===== config.mk =====
export PLATFORM = sky130hd
export DESIGN_NAME = shift_agc
export DESIGN_NICKNAME = d
export VERILOG_FILES = /design/src/rtl/shift_agc.sv
export SDC_FILE = /design/constraint.sdc
export NUM_CORES = 1
export LEC_CHECK = 0
export ABC_AREA = 1
export CAP_MARGIN = 10
export CORE_MARGIN = 2
export CORE_UTILIZATION = 60
export DETAILED_ROUTE_END_ITERATION = 12
export GPL_ROUTABILITY_DRIVEN = 0
export PLACE_DENSITY = 0.9
export SLEW_MARGIN = 15
export SYNTH_ARGS = -nofsm -noshare
export SYNTH_HDL_FRONTEND = slang
export SYNTH_SLANG_ARGS = --single-unit

===== constraint.sdc =====
create_clock -name ck -period 9.4 [get_ports ck]
set_clock_uncertainty 0.2 [all_clocks]
set_input_delay 2.35 -clock ck [delete_from_list [all_inputs] [get_ports ck]]
set_output_delay 2.35 -clock ck [all_outputs]
set_load 0.005 [all_outputs]

===== src/rtl/shift_agc.sv =====
// Block-peak automatic gain control for the 40-to-16-bit output shifter.
// Optional build macro: SHIFT_AGC_FAST_ATTACK_EN (raise shift on any overloading sample).
module shift_agc #(
   parameter int IN_W    = 40,
   parameter int OUT_W   = 16,
   parameter int SHIFT_W = 5,
   parameter int BLOCK_W = 10
) (
   input  logic                      ck,
   input  logic                      rst,
   input  logic                      en,
   input  logic signed [IN_W-1:0]    in,
   output logic        [SHIFT_W-1:0] shift,
   output logic                      update,
   output logic                      clip
);

   localparam int SHIFT_MAX = 2**SHIFT_W - 1;
   localparam int REQ_LIM   = (IN_W - OUT_W < SHIFT_MAX) ? IN_W - OUT_W : SHIFT_MAX;

   // Smallest right shift that fits a magnitude into signed OUT_W bits.
   function automatic logic [SHIFT_W-1:0] req_shift(input logic [IN_W-2:0] m);
      int p;
      int r;
      p = -1;
      for (int i = 0; i < IN_W-1; i++) begin
         if (m[i]) p = i;
      end
      r = p - OUT_W + 2;
      if (r < 0)       r = 0;
      if (r > REQ_LIM) r = REQ_LIM;
      return SHIFT_W'(r);
   endfunction

   logic        [BLOCK_W-1:0] cnt_q, cnt_d;
   logic        [IN_W-2:0]    mag_p0;
   logic        [IN_W-2:0]    mag_p1;
   logic                      vld_p1;
   logic                      last_p1;
   logic        [IN_W-2:0]    peak_q, peak_d;
   logic        [SHIFT_W-1:0] shift_q, shift_d;
   logic                      update_q, update_d;
   logic                      clip_q, clip_d;
   logic        [SHIFT_W-1:0] req_s, blk_s, base_s;

   // Stage p0 -> p1: magnitude and block position of the incoming sample
   assign mag_p0 = in[IN_W-1] ? ~in[IN_W-2:0] : in[IN_W-2:0];
   assign cnt_d  = cnt_q + 1'b1;

   always_ff @(posedge ck) begin
      if (rst) begin
         cnt_q   <= '0;
         vld_p1  <= 1'b0;
         last_p1 <= 1'b0;
      end else begin
         vld_p1  <= en;
         last_p1 <= en & (&cnt_q);
         if (en) cnt_q <= cnt_d;
      end
   end

   always_ff @(posedge ck) begin
      if (en) mag_p1 <= mag_p0;
   end

   // Stage p1 -> p2: clip test, peak fold and shift decision
   always_comb begin
      peak_d   = peak_q;
      shift_d  = shift_q;
      update_d = 1'b0;
      clip_d   = 1'b0;
      req_s    = '0;
      blk_s    = '0;
      base_s   = shift_q;
      if (vld_p1) begin
         req_s  = req_shift(mag_p1);
         clip_d = (req_s > shift_q);
`ifdef SHIFT_AGC_FAST_ATTACK_EN
         if (req_s > shift_q) base_s = req_s;
`else
         base_s = shift_q;
`endif
         shift_d = base_s;
         if (last_p1) begin
            // The last sample is folded directly so the cleared peak is free for the next block.
            blk_s = req_shift(peak_q | mag_p1);
            if (blk_s > base_s)      shift_d = blk_s;
            else if (blk_s < base_s) shift_d = base_s - 1'b1;
            peak_d = '0;
         end else begin
            peak_d = peak_q | mag_p1;
         end
         update_d = (shift_d != shift_q);
      end
   end

   always_ff @(posedge ck) begin
      if (rst) begin
         peak_q   <= '0;
         shift_q  <= '0;
         update_q <= 1'b0;
         clip_q   <= 1'b0;
      end else begin
         peak_q   <= peak_d;
         shift_q  <= shift_d;
         update_q <= update_d;
         clip_q   <= clip_d;
      end
   end

   assign shift  = shift_q;
   assign update = update_q;
   assign clip   = clip_q;

endmodule


==> out/qor.yml, run 1 <==
status:
  outcome: "finished clean"
global_routing:
  grt.total_usage: 0.232
  grt_pass1_wl_um: 20900
  grt_max_degree: 47
  grt_pass1_vias: 5052
  antenna_found_initial: 0
  grt_remaining_overflow: 0
floorplan:
  die_h_um: 104
  ioPinCount: 50
  row_count: 36
  die-area_sq_um: 10800
  chipWidth_um: 104
  core_sq_um: 9730
  start_util: 0.615
clock_network:
  postCtsHoldBufs: 0
  cts.path.max_buffers: 2
  post_cts_resized: 0
  cts_tree: "done"
  post_cts_buffers: 0
  clock-sinks: 97
  clkSlewWorstSetupHoldPaths_ns: 0.10
  htree_levels: 3
  root_buffer: "clkbuf_8"
  cts_buffers: 9
  clk_latency_ns: 0.39
sta:
  fin_setup_tns_ns: 0
  worstMarginPinSlew_ns: 1.05
  rsz0062_at_grt: "false"
  final-setup-viol-count: 0
  period_needed_ns: 5.87
  hold_viol_final: 0
  max-slew-margin-rel: 0.300
  slew_violations: 0
  fmax_ghz: 0.170
  period_share: 0.624
worst_setup_path:
  path_buf_inv: 6
  path_class: "flip-flop to flip-flop"
  critPathCapture: "update$_SDFF_PP0_"
  arrival_ns: 5.96
  cp-startpoint: "mag_p1[5]$_DFFE_PP_"
  r2r_cells: 42
  cpMostUsedCell: "nand2_1"
  critPathTopFamily: "simple AND/OR/NAND/NOR gates"
  cp.depth: 42
  startpoint_type: "flip-flop"
  r2r_end: "update$_SDFF_PP0_"
  cp_max_fo: 7
  worstReg2RegStart: "mag_p1[5]$_DFFE_PP_"
  r2r_setup_slack_ns: 3.53
  slowest_stage: "edfxtp_1"
  required_ns: 9.49
  end_kind: "flip-flop"
  slowest_delay_ns: 0.50
routing:
  avgRoutedWirePerCell_um: 11.3
  vias_per_cell: 5.02
  vias: 5231
  drc: 0
  ant_nets: 0
  dr.pass1.iters: 6
  routed_wl_um: 11700
  drt_iter0_markers: 264
placed_design:
  hpwl_um: 8470
  place_area_sq_um: 6580
  port_buffers: 49
synthesis:
  synth_top_area_frac: 0.196
  syn_nets: 930
  yosysTopAreaCell: "edfxtp_1"
  yosysSeqAreaShare: 0.389
  synth.area.top_cells: "edfxtp_1 (20%), dfxtp_1 (19%), nand2_1 (14%)"
  ys_ff_latch: 97
  yosys_warnings: 0
  synth_cell_types: 37
  synth_area_per_cell_sq_um: 6.95
  netlist_area_sq_um: 5990
  synth_cells: 861
finish:
  fin_nets: 973
  drive_gt1_frac: 0.0627
  fillCellCount: 796
  post-route-cell-area_sq_um: 6780
  area_growth_pct: 13.3
  diodes: 0
power:
  p_leak_nw: 3.44
  irDropWorstVdd_mv: 0.122
  power_density_nw_per_um2: 144
  total_power_mw: 0.979
job:
  drv_cap: 0
hold_path:
  min_path_type: "flip-flop to flip-flop"
-- layout make-up --
| class | count | area [sq um] | share of cell area |
|---|---|---|---|
| Inverter | 156 | 588 | 0.0867 |
| Clock inverter | 5 | 43.8 | 0.00646 |
| Multi-Input combinational cell | 587 | 2980 | 0.439 |
| Timing Repair Buffer | 53 | 510 | 0.0753 |
| Clock buffer | 11 | 163 | 0.0240 |
| Tap cell | 133 | 166 | 0.0245 |
| Sequential cell | 97 | 2330 | 0.344 |
-- worst reg2reg max path: cells and delay by family, from the launching register on --
family	cells	cell delay [ns]
AOI/OAI and AO/OA	8	0.87
xor gates and xnor gates	1	0.17
adders and majority gates	3	0.69
buffers and inverters	6	0.42
DFF	1	0.50
and+or+nand+nor	24	2.94
-- where the power goes --
| part | total, mW | internal (mW) | switching (mW) |
|---|---|---|---|
| sequential | 0.499 | 0.472 | 0.0270 |
| clock | 0.277 | 0.123 | 0.153 |
| combinational | 0.204 | 0.0822 | 0.121 |
-- metal layers --
metal	global-route usage	up-vias	routed length, um
met5	0	-	0
met2	0.416	125	5790
met1	0.278	2336	5210
met4	0.0695	0	169
met3	0.0514	18	581
li1	-	2752	-
-- cell usage after synthesis --
library cell,n
or2_2,1
ha_1,26
o21ai_0,13
nand4_1,6
nand3_2,2
nor3_1,13
a21oi_1,27
inv_4,1
xor2_1,45
nor2_8,1
o21ai_1,14
nand3_1,57
buf_6,1
and3_1,3
edfxtp_1,39
clkbuf_1,15
nor2_1,112
inv_2,7
o31ai_1,1
o21ai_2,1
buf_1,3
nor2_4,1
nor4_1,4
nand2_2,3
nor3b_1,1
dfxtp_1,58
o22ai_1,1
a211oi_1,2
buf_2,2
nand2_1,229
a311oi_1,1
o211ai_1,1
clkinv_1,4
nor2_2,18
a31oi_1,2
inv_1,144
o21bai_1,2
-- logic make-up after synthesis --
| logic type | count (synthesis) | share of synthesized area |
|---|---|---|
| XOR/XNOR | 45 | 0.0658 |
| flip-flops | 97 | 0.389 |
| buffers and inverters | 177 | 0.113 |
| AND/OR/NAND/NOR | 451 | 0.319 |
| AO/OA/AOI/OAI | 65 | 0.0587 |
| adder cells (fa/ha/maj) | 26 | 0.0543 |
-- how the worst min path moves through the flow --
stage,startpoint,to,cells past startpoint
after floorplan,cnt_q[9]$_SDFFE_PP0P_,last_p1$_SDFF_PP0_,2
after global placement,cnt_q[9]$_SDFFE_PP0P_,last_p1$_SDFF_PP0_,2
after detailed placement,cnt_q[9]$_SDFFE_PP0P_,last_p1$_SDFF_PP0_,2
after CTS,cnt_q[9]$_SDFFE_PP0P_,last_p1$_SDFF_PP0_,2
after global routing,cnt_q[8]$_SDFFE_PP0P_,cnt_q[8]$_SDFFE_PP0P_,2
final,cnt_q[9]$_SDFFE_PP0P_,last_p1$_SDFF_PP0_,2
-- state kept, by name, indices dropped and copies added (netlist names) --
register  count
clip          1
cnt_q        10
last_p1       1
mag_p1       39
peak_q       39
shift         5
update        1
vld_p1        1
-- through the flow --
step,worst slack [ns],utilization,hold WS (ns),std cells
3_5_place_dp,3.59,0.676,0.262,1026
4_1_cts,3.55,0.697,0.276,1042
6_report,3.53,0.697,0.274,1042
3_3_place_gp,3.79,0.676,0.254,1026
2_1_floorplan,4.17,-,0.237,861
5_1_grt,2.80,0.697,0.314,1042
-- cell usage in the layout (no fill, tap or decap), types with 2 or more instances in the layout --
| cell | Yosys | routed |
|---|---|---|
| nand2_1 | 229 | 229 |
| inv_1 | 144 | 144 |
| nor2_1 | 112 | 112 |
| dfxtp_1 | 58 | 58 |
| nand3_1 | 57 | 57 |
| clkdlybuf4s50_1 | 0 | 47 |
| xor2_1 | 45 | 45 |
| edfxtp_1 | 39 | 39 |
| a21oi_1 | 27 | 27 |
| ha_1 | 26 | 26 |
| nor2_2 | 18 | 18 |
| o21ai_1 | 14 | 14 |
| nor3_1 | 13 | 13 |
| o21ai_0 | 13 | 13 |
| clkbuf_8 | 0 | 10 |
| inv_2 | 7 | 7 |
| nand4_1 | 6 | 6 |
| clkinv_1 | 4 | 4 |
| nor4_1 | 4 | 4 |
| buf_4 | 0 | 4 |
| nand2_2 | 3 | 3 |
| and3_1 | 3 | 3 |
| inv_4 | 1 | 2 |
| nand3_2 | 2 | 2 |
| o21bai_1 | 2 | 2 |
| a31oi_1 | 2 | 2 |
| a211oi_1 | 2 | 2 |
| clkinv_4 | 0 | 2 |
| buf_2 | 2 | 2 |
No activity file was read; power rests on OpenSTA's default activity.
==> run 2, diff against run 1 <==
--- a/config.mk
+++ b/config.mk
@@ -8,10 +8,10 @@
 export ABC_AREA = 1
 export CAP_MARGIN = 10
 export CORE_MARGIN = 2
-export CORE_UTILIZATION = 60
+export CORE_UTILIZATION = 59
 export DETAILED_ROUTE_END_ITERATION = 12
 export GPL_ROUTABILITY_DRIVEN = 0
-export PLACE_DENSITY = 0.9
+export PLACE_DENSITY = 0.89
 export SLEW_MARGIN = 15
 export SYNTH_ARGS = -nofsm -noshare
 export SYNTH_HDL_FRONTEND = slang
==> constraint.sdc (replaced) <==
create_clock -name ck -period 5.4 [get_ports ck]
set_clock_uncertainty 0.2 [all_clocks]
set_input_delay 1.35 -clock ck [delete_from_list [all_inputs] [get_ports ck]]
set_output_delay 1.35 -clock ck [all_outputs]
set_load 0.005 [all_outputs]
==> out/qor.yml, run 2 (same netlist as run 1, synthesis figures left out) <==
finish:
  multiInputGateArea_sq_um: 3340  # was 2980 sq um
  fillCellCount: 597  # was 796
  regArea_sq_um: 2330  # unchanged
  fin_util: 0.788  # was 0.697
  largestRegisters: "mag_p1: 39 flops, peak_q: 39 flops, cnt_q: 10 flops"  # unchanged
  diodes: 0  # unchanged
  layout_common_cells: "nand2_1 (213), inv_1 (140), nor2_1 (103)"  # was nand2_1 (229), inv_1 (144), nor2_1 (112)
  fin_nets: 1050  # was 973
  area_growth_pct: 29.3  # was 13.3%
  final_common_cell: "nand2_1"  # unchanged
  drive_gt1_frac: 0.190  # was 0.0627
  layout.cells.non_filler: 1119  # was 1,042
placed_design:
  hpwl_um: 8760  # was 8470 um
  port_buffers: 49  # unchanged
  dp_cells: 1034  # was 1,026
floorplan:
  ioPinCount: 50  # unchanged
  row_count: 36  # unchanged
  die-area_sq_um: 11000  # was 10,800 sq um
  core_sq_um: 9820  # was 9730 sq um
  start_util: 0.610  # was 0.615
  chipWidth_um: 105  # was 104 um
  die_h_um: 105  # was 104 um
worst_setup_path:
  cp_max_fo: 6  # was 7
  path_class: "flip-flop to flip-flop"  # unchanged
  cp-startpoint: "mag_p1[23]$_DFFE_PP_"  # was mag_p1[5]$_DFFE_PP_
  required_ns: 5.49  # was 9.49 ns
  slowest_stage: "nor2_1"  # was edfxtp_1
  arrival_ns: 6.38  # was 5.96 ns
  startpoint_type: "flip-flop"  # unchanged
  end_kind: "flip-flop"  # unchanged
  worstReg2RegStart: "mag_p1[23]$_DFFE_PP_"  # was mag_p1[5]$_DFFE_PP_
  cpMostUsedCell: "nor2_1"  # was nand2_1
  slowest_delay_ns: 0.63  # was 0.50 ns
clock_network:
  clock-sinks: 97  # unchanged
  cts_buffers: 9  # unchanged
  cts_tree: "done"  # unchanged
  htree_levels: 3  # unchanged
  postCtsHoldBufs: 0  # unchanged
  root_buffer: "clkbuf_8"  # unchanged
  clkSlewWorstSetupHoldPaths_ns: 0.10  # about the same
  clk_latency_ns: 0.39  # about the same
  cts.path.max_buffers: 2  # unchanged
sta:
  worstMarginPinSlew_ns: 1.08  # was 1.05 ns
  fmax_ghz: 0.159  # was 0.170 GHz
  setup_ws_ns: -0.890  # was 3.53 ns
  rsz0062_at_grt: "true"  # was false
  period_share: 1.16  # was 0.624
  max-slew-margin-rel: 0.280  # was 0.300
  slew_violations: 0  # unchanged
  hold_viol_final: 0  # unchanged
  period_needed_ns: 6.29  # was 5.87 ns
  final-setup-viol-count: 7  # was 0
routing:
  dr.pass1.iters: 8  # was 6
  ant_nets: 0  # unchanged
  avgRoutedWirePerCell_um: 16.9  # was 11.3 um
  routed_wl_um: 18900  # was 11,700 um
  drc: 0  # unchanged
  vias_per_cell: 5.66  # was 5.02
  drt_iter0_markers: 736  # was 264
  vias: 6328  # was 5,231
power:
  p_clk_frac: 0.247  # was 0.283
  p_sw_frac: 0.332  # was 0.308
  irDropWorstVdd_mv: 0.217  # was 0.122 mV
  p_int_mw: 1.27  # was 0.677 mW
  combPwrFrac: 0.295  # was 0.208
  pwr-share-seq: 0.458  # was 0.509
  power_density_nw_per_um2: 245  # was 144 nW/um^2
  total_power_mw: 1.90  # was 0.979 mW
  p_leak_nw: 3.87  # was 3.44 nW
  p_switching_mw: 0.630  # was 0.302 mW
global_routing:
  antenna_found_initial: 0  # unchanged
  grt_remaining_overflow: 0  # unchanged
  grt_pass1_vias: 5830  # was 5,052
  grt_pass1_wl_um: 26100  # was 20,900 um
  grt.total_usage: 0.294  # was 0.232
  grt_max_degree: 43  # was 47
hold_path:
  min_path_type: "flip-flop to flip-flop"  # unchanged
  min_from: "cnt_q[6]$_SDFFE_PP0P_"  # was cnt_q[9]$_SDFFE_PP0P_
job:
  drv_cap: 0  # unchanged
status:
  outcome: "finished, violations left"  # was finished clean
  violations: "setup timing"
run 2: timing repair:
action | CTS | global route
pin swaps | 37 | 21
endpoints found under the setup margin | 2 | 7
setup buffers | 60 | 12
resized for setup | 46 | 42
run 2: path summary, 6_finish.rpt:
| check | endpoint | slack, ns | cells past startpoint |
|---|---|---|---|
| worst max-delay path | update$_SDFF_PP0_ | -0.89 | 32 |
| worst min-delay path | cnt_q[6]$_SDFFE_PP0P_ | 0.29 | 2 |
| worst max register to register | update$_SDFF_PP0_ | -0.89 | 32 |
| worst min register to register | cnt_q[6]$_SDFFE_PP0P_ | 0.29 | 2 |
run 2: final cells by class:
class,count,share of cell area
Multi-Input combinational cell,587,0.432
Clock inverter,4,0.00323
Inverter,156,0.0773
Timing Repair Buffer,130,0.144
Sequential cell,97,0.301
Tap cell,133,0.0215
Clock buffer,12,0.0215
run 2: per-layer routing:
layer	up-vias	GRT usage	share of wire
met2	438	0.506	0.47
met1	2834	0.335	0.35
met4	0	0.165	0.083
met3	149	0.0674	0.096
met5	-	0	0
li1	2907	-	-
run 2: power by group through the flow:
stage | registers [mW] | clock network [mW] | logic (mW)
3_5_place_dp | 0.881 | 0 | 0.362
6_report | 0.870 | 0.469 | 0.559
4_1_cts | 0.864 | 0.463 | 0.435
3_3_place_gp | 0.879 | 0 | 0.352
2_1_floorplan | 0.871 | 0 | 0.254
5_1_grt | 0.875 | 0.501 | 0.603
run 2: stage by stage:
step	hold WS (ns)	setup slack (ns)	instance area [sq um]	setup TNS, ns
floorplan	0.237	0.171	5990	0
global placement	0.256	0.00184	6640	0
detailed placement	0.262	-0.299	6640	-0.336
CTS	0.276	-0.0667	7470	-0.0667
global route	0.318	-1.13	7740	-5.22
finish	0.287	-0.890	7740	-3.96
run 2: critical path: cells and delay by family (launching register included):
kind	cells	cell delay, ns
simple gates	23	4.03
fa+ha+maj	2	0.62
buf+inv	5	0.60
flops	1	0.43
xor+xnor	1	0.17
compound gates	1	0.11
==> run 3, diff against run 2 <==
--- a/config.mk
+++ b/config.mk
@@ -11,7 +11,9 @@
 export CORE_UTILIZATION = 59
 export DETAILED_ROUTE_END_ITERATION = 12
 export GPL_ROUTABILITY_DRIVEN = 0
+export GPL_TIMING_DRIVEN = 0
 export PLACE_DENSITY = 0.89
+export SKIP_CTS_REPAIR_TIMING = 1
 export SLEW_MARGIN = 15
 export SYNTH_ARGS = -nofsm -noshare
 export SYNTH_HDL_FRONTEND = slang
==> out/qor.yml, run 3 (same netlist as run 1, synthesis figures left out) <==
status:
  outcome: "finished, violations left"  # unchanged
  violations: "setup timing"  # unchanged
clock_network:
  clkSlewWorstSetupHoldPaths_ns: 0.10  # about the same
  clock-sinks: 97  # unchanged
  root_buffer: "clkbuf_8"  # unchanged
  cts_tree: "done"  # unchanged
  cts_buffers: 9  # unchanged
  htree_levels: 3  # unchanged
  cts.path.max_buffers: 2  # unchanged
  clk_latency_ns: 0.38  # was 0.39 ns
finish:
  layout_common_cells: "nand2_1 (216), inv_1 (136), nor2_1 (102)"  # was nand2_1 (213), inv_1 (140), nor2_1 (103)
  final_common_cell: "nand2_1"  # unchanged
  diodes: 0  # unchanged
  area_growth_pct: 21.7  # was 29.3%
  layout.cells.non_filler: 1078  # was 1,119
  largestRegisters: "mag_p1: 39 flops, peak_q: 39 flops, cnt_q: 10 flops"  # unchanged
  drive_gt1_frac: 0.129  # was 0.190
  post-route-cell-area_sq_um: 7290  # was 7740 sq um
  fin_nets: 1009  # was 1,050
worst_setup_path:
  path_class: "flip-flop to flip-flop"  # unchanged
  critPathTopFamily: "simple AND/OR/NAND/NOR gates"  # unchanged
  required_ns: 5.48  # was 5.49 ns
  cp-startpoint: "mag_p1[4]$_DFFE_PP_"  # was mag_p1[23]$_DFFE_PP_
  worstReg2RegStart: "mag_p1[4]$_DFFE_PP_"  # was mag_p1[23]$_DFFE_PP_
  cp_max_fo: 6  # unchanged
  slowest_stage: "edfxtp_1"  # was nor2_1
  cpMostUsedCell: "nor2_1"  # unchanged
  path_buf_inv: 8  # was 5
  slowest_delay_ns: 0.46  # was 0.63 ns
  startpoint_type: "flip-flop"  # unchanged
  arrival_ns: 6.06  # was 6.38 ns
  end_kind: "flip-flop"  # unchanged
global_routing:
  grt_pass1_wl_um: 21000  # was 26,100 um
  grt_remaining_overflow: 0  # unchanged
  grt_pass1_vias: 4927  # was 5,830
  antenna_found_initial: 0  # unchanged
  grt_max_degree: 25  # was 43
  grt.total_usage: 0.229  # was 0.294
hold_path:
  min_path_type: "flip-flop to flip-flop"  # unchanged
  min_from: "cnt_q[6]$_SDFFE_PP0P_"  # unchanged
placed_design:
  hpwl_um: 9210  # was 8760 um
  port_buffers: 48  # was 49
  dp_worst_setup_slack_ns: -0.649  # was -0.299 ns
  dp_cells: 1043  # was 1,034
  place_area_sq_um: 6660  # was 6640 sq um
routing:
  dr.pass1.iters: 5  # was 8
  ant_nets: 0  # unchanged
  vias: 5870  # was 6,328
  drt_iter0_markers: 524  # was 736
  vias_per_cell: 5.45  # was 5.66
  routed_wl_um: 15200  # was 18,900 um
  avgRoutedWirePerCell_um: 14.1  # was 16.9 um
  drc: 0  # unchanged
sta:
  slew_violations: 0  # unchanged
  worstMarginPinSlew_ns: 0.805  # was 1.08 ns
  max-slew-margin-rel: 0.463  # was 0.280
  final-setup-viol-count: 6  # was 7
  period_needed_ns: 5.98  # was 6.29 ns
  fmax_ghz: 0.167  # was 0.159 GHz
  hold_viol_final: 0  # unchanged
  rsz0062_at_grt: "true"  # unchanged
  setup_ws_ns: -0.581  # was -0.890 ns
  period_share: 1.11  # was 1.16
floorplan:
  row_count: 36  # unchanged
  die_h_um: 105  # unchanged
  die-area_sq_um: 11000  # unchanged
  start_util: 0.610  # unchanged
  core_sq_um: 9820  # unchanged
  ioPinCount: 50  # unchanged
  chipWidth_um: 105  # unchanged
power:
  irDropWorstVdd_mv: 0.166  # was 0.217 mV
  total_power_mw: 1.76  # was 1.90 mW
  p_leak_nw: 3.59  # was 3.87 nW
  power_density_nw_per_um2: 241  # was 245 nW/um^2
job:
  drv_cap: 0  # unchanged
==> run 3: changes by cell type in the layout (fill, tap and decap cells not counted), moves of 3 or more <==
cell      change
buf_1         +3
buf_4        -60
clkbuf_1     +15
inv_1         -4
inv_2         +6
nand2_1       +3
nand2_2       -3
==> run 3: path summary, 6_finish.rpt <==
| kind | to | slack (ns) | cells after the start |
|---|---|---|---|
| min | cnt_q[6]$_SDFFE_PP0P_ | 0.27 | 2 |
| max reg2reg | update$_SDFF_PP0_ | -0.58 | 43 |
| min reg2reg | cnt_q[6]$_SDFFE_PP0P_ | 0.27 | 2 |
| max | update$_SDFF_PP0_ | -0.58 | 43 |
==> run 3: final cells by class <==
cell class	count	area, sq um
Sequential cell	97	2330
Timing Repair Buffer	68	661
Clock buffer	10	128
Fill cell	690	2530
Clock inverter	6	40.0
Inverter	156	593
Tap cell	133	166
Multi-Input combinational cell	587	3270
Buffer	21	95.1
==> run 3: power by group <==
group | switching, mW | leakage [nW] | total [mW] | internal (mW)
Clock | 0.267 | 0.0885 | 0.436 | 0.169
Sequential | 0.0473 | 0.855 | 0.868 | 0.821
Combinational | 0.266 | 2.64 | 0.452 | 0.186
==> run 3: through the flow <==
stage	hold slack, ns	TNS (ns)	utilization
4_1_cts	0.277	-2.01	0.695
5_1_grt	0.314	-2.90	0.742
2_1_floorplan	0.237	0	-
6_report	0.274	-1.76	0.742
3_3_place_gp	0.250	-0.846	0.676
3_5_place_dp	0.262	-1.66	0.678
==> run 3: layer usage <==
metal,track usage,wire length (um)
met1,0.291,5890
met2,0.397,7360
met3,0.0443,1150
met4,0.0638,786
met5,0,0
==> run 3: tightest hold or removal path, stage by stage, from the launching register on <==
cell,delay (ns)
dfxtp_1,0.32
inv_1,0.06
a21oi_1,0.06
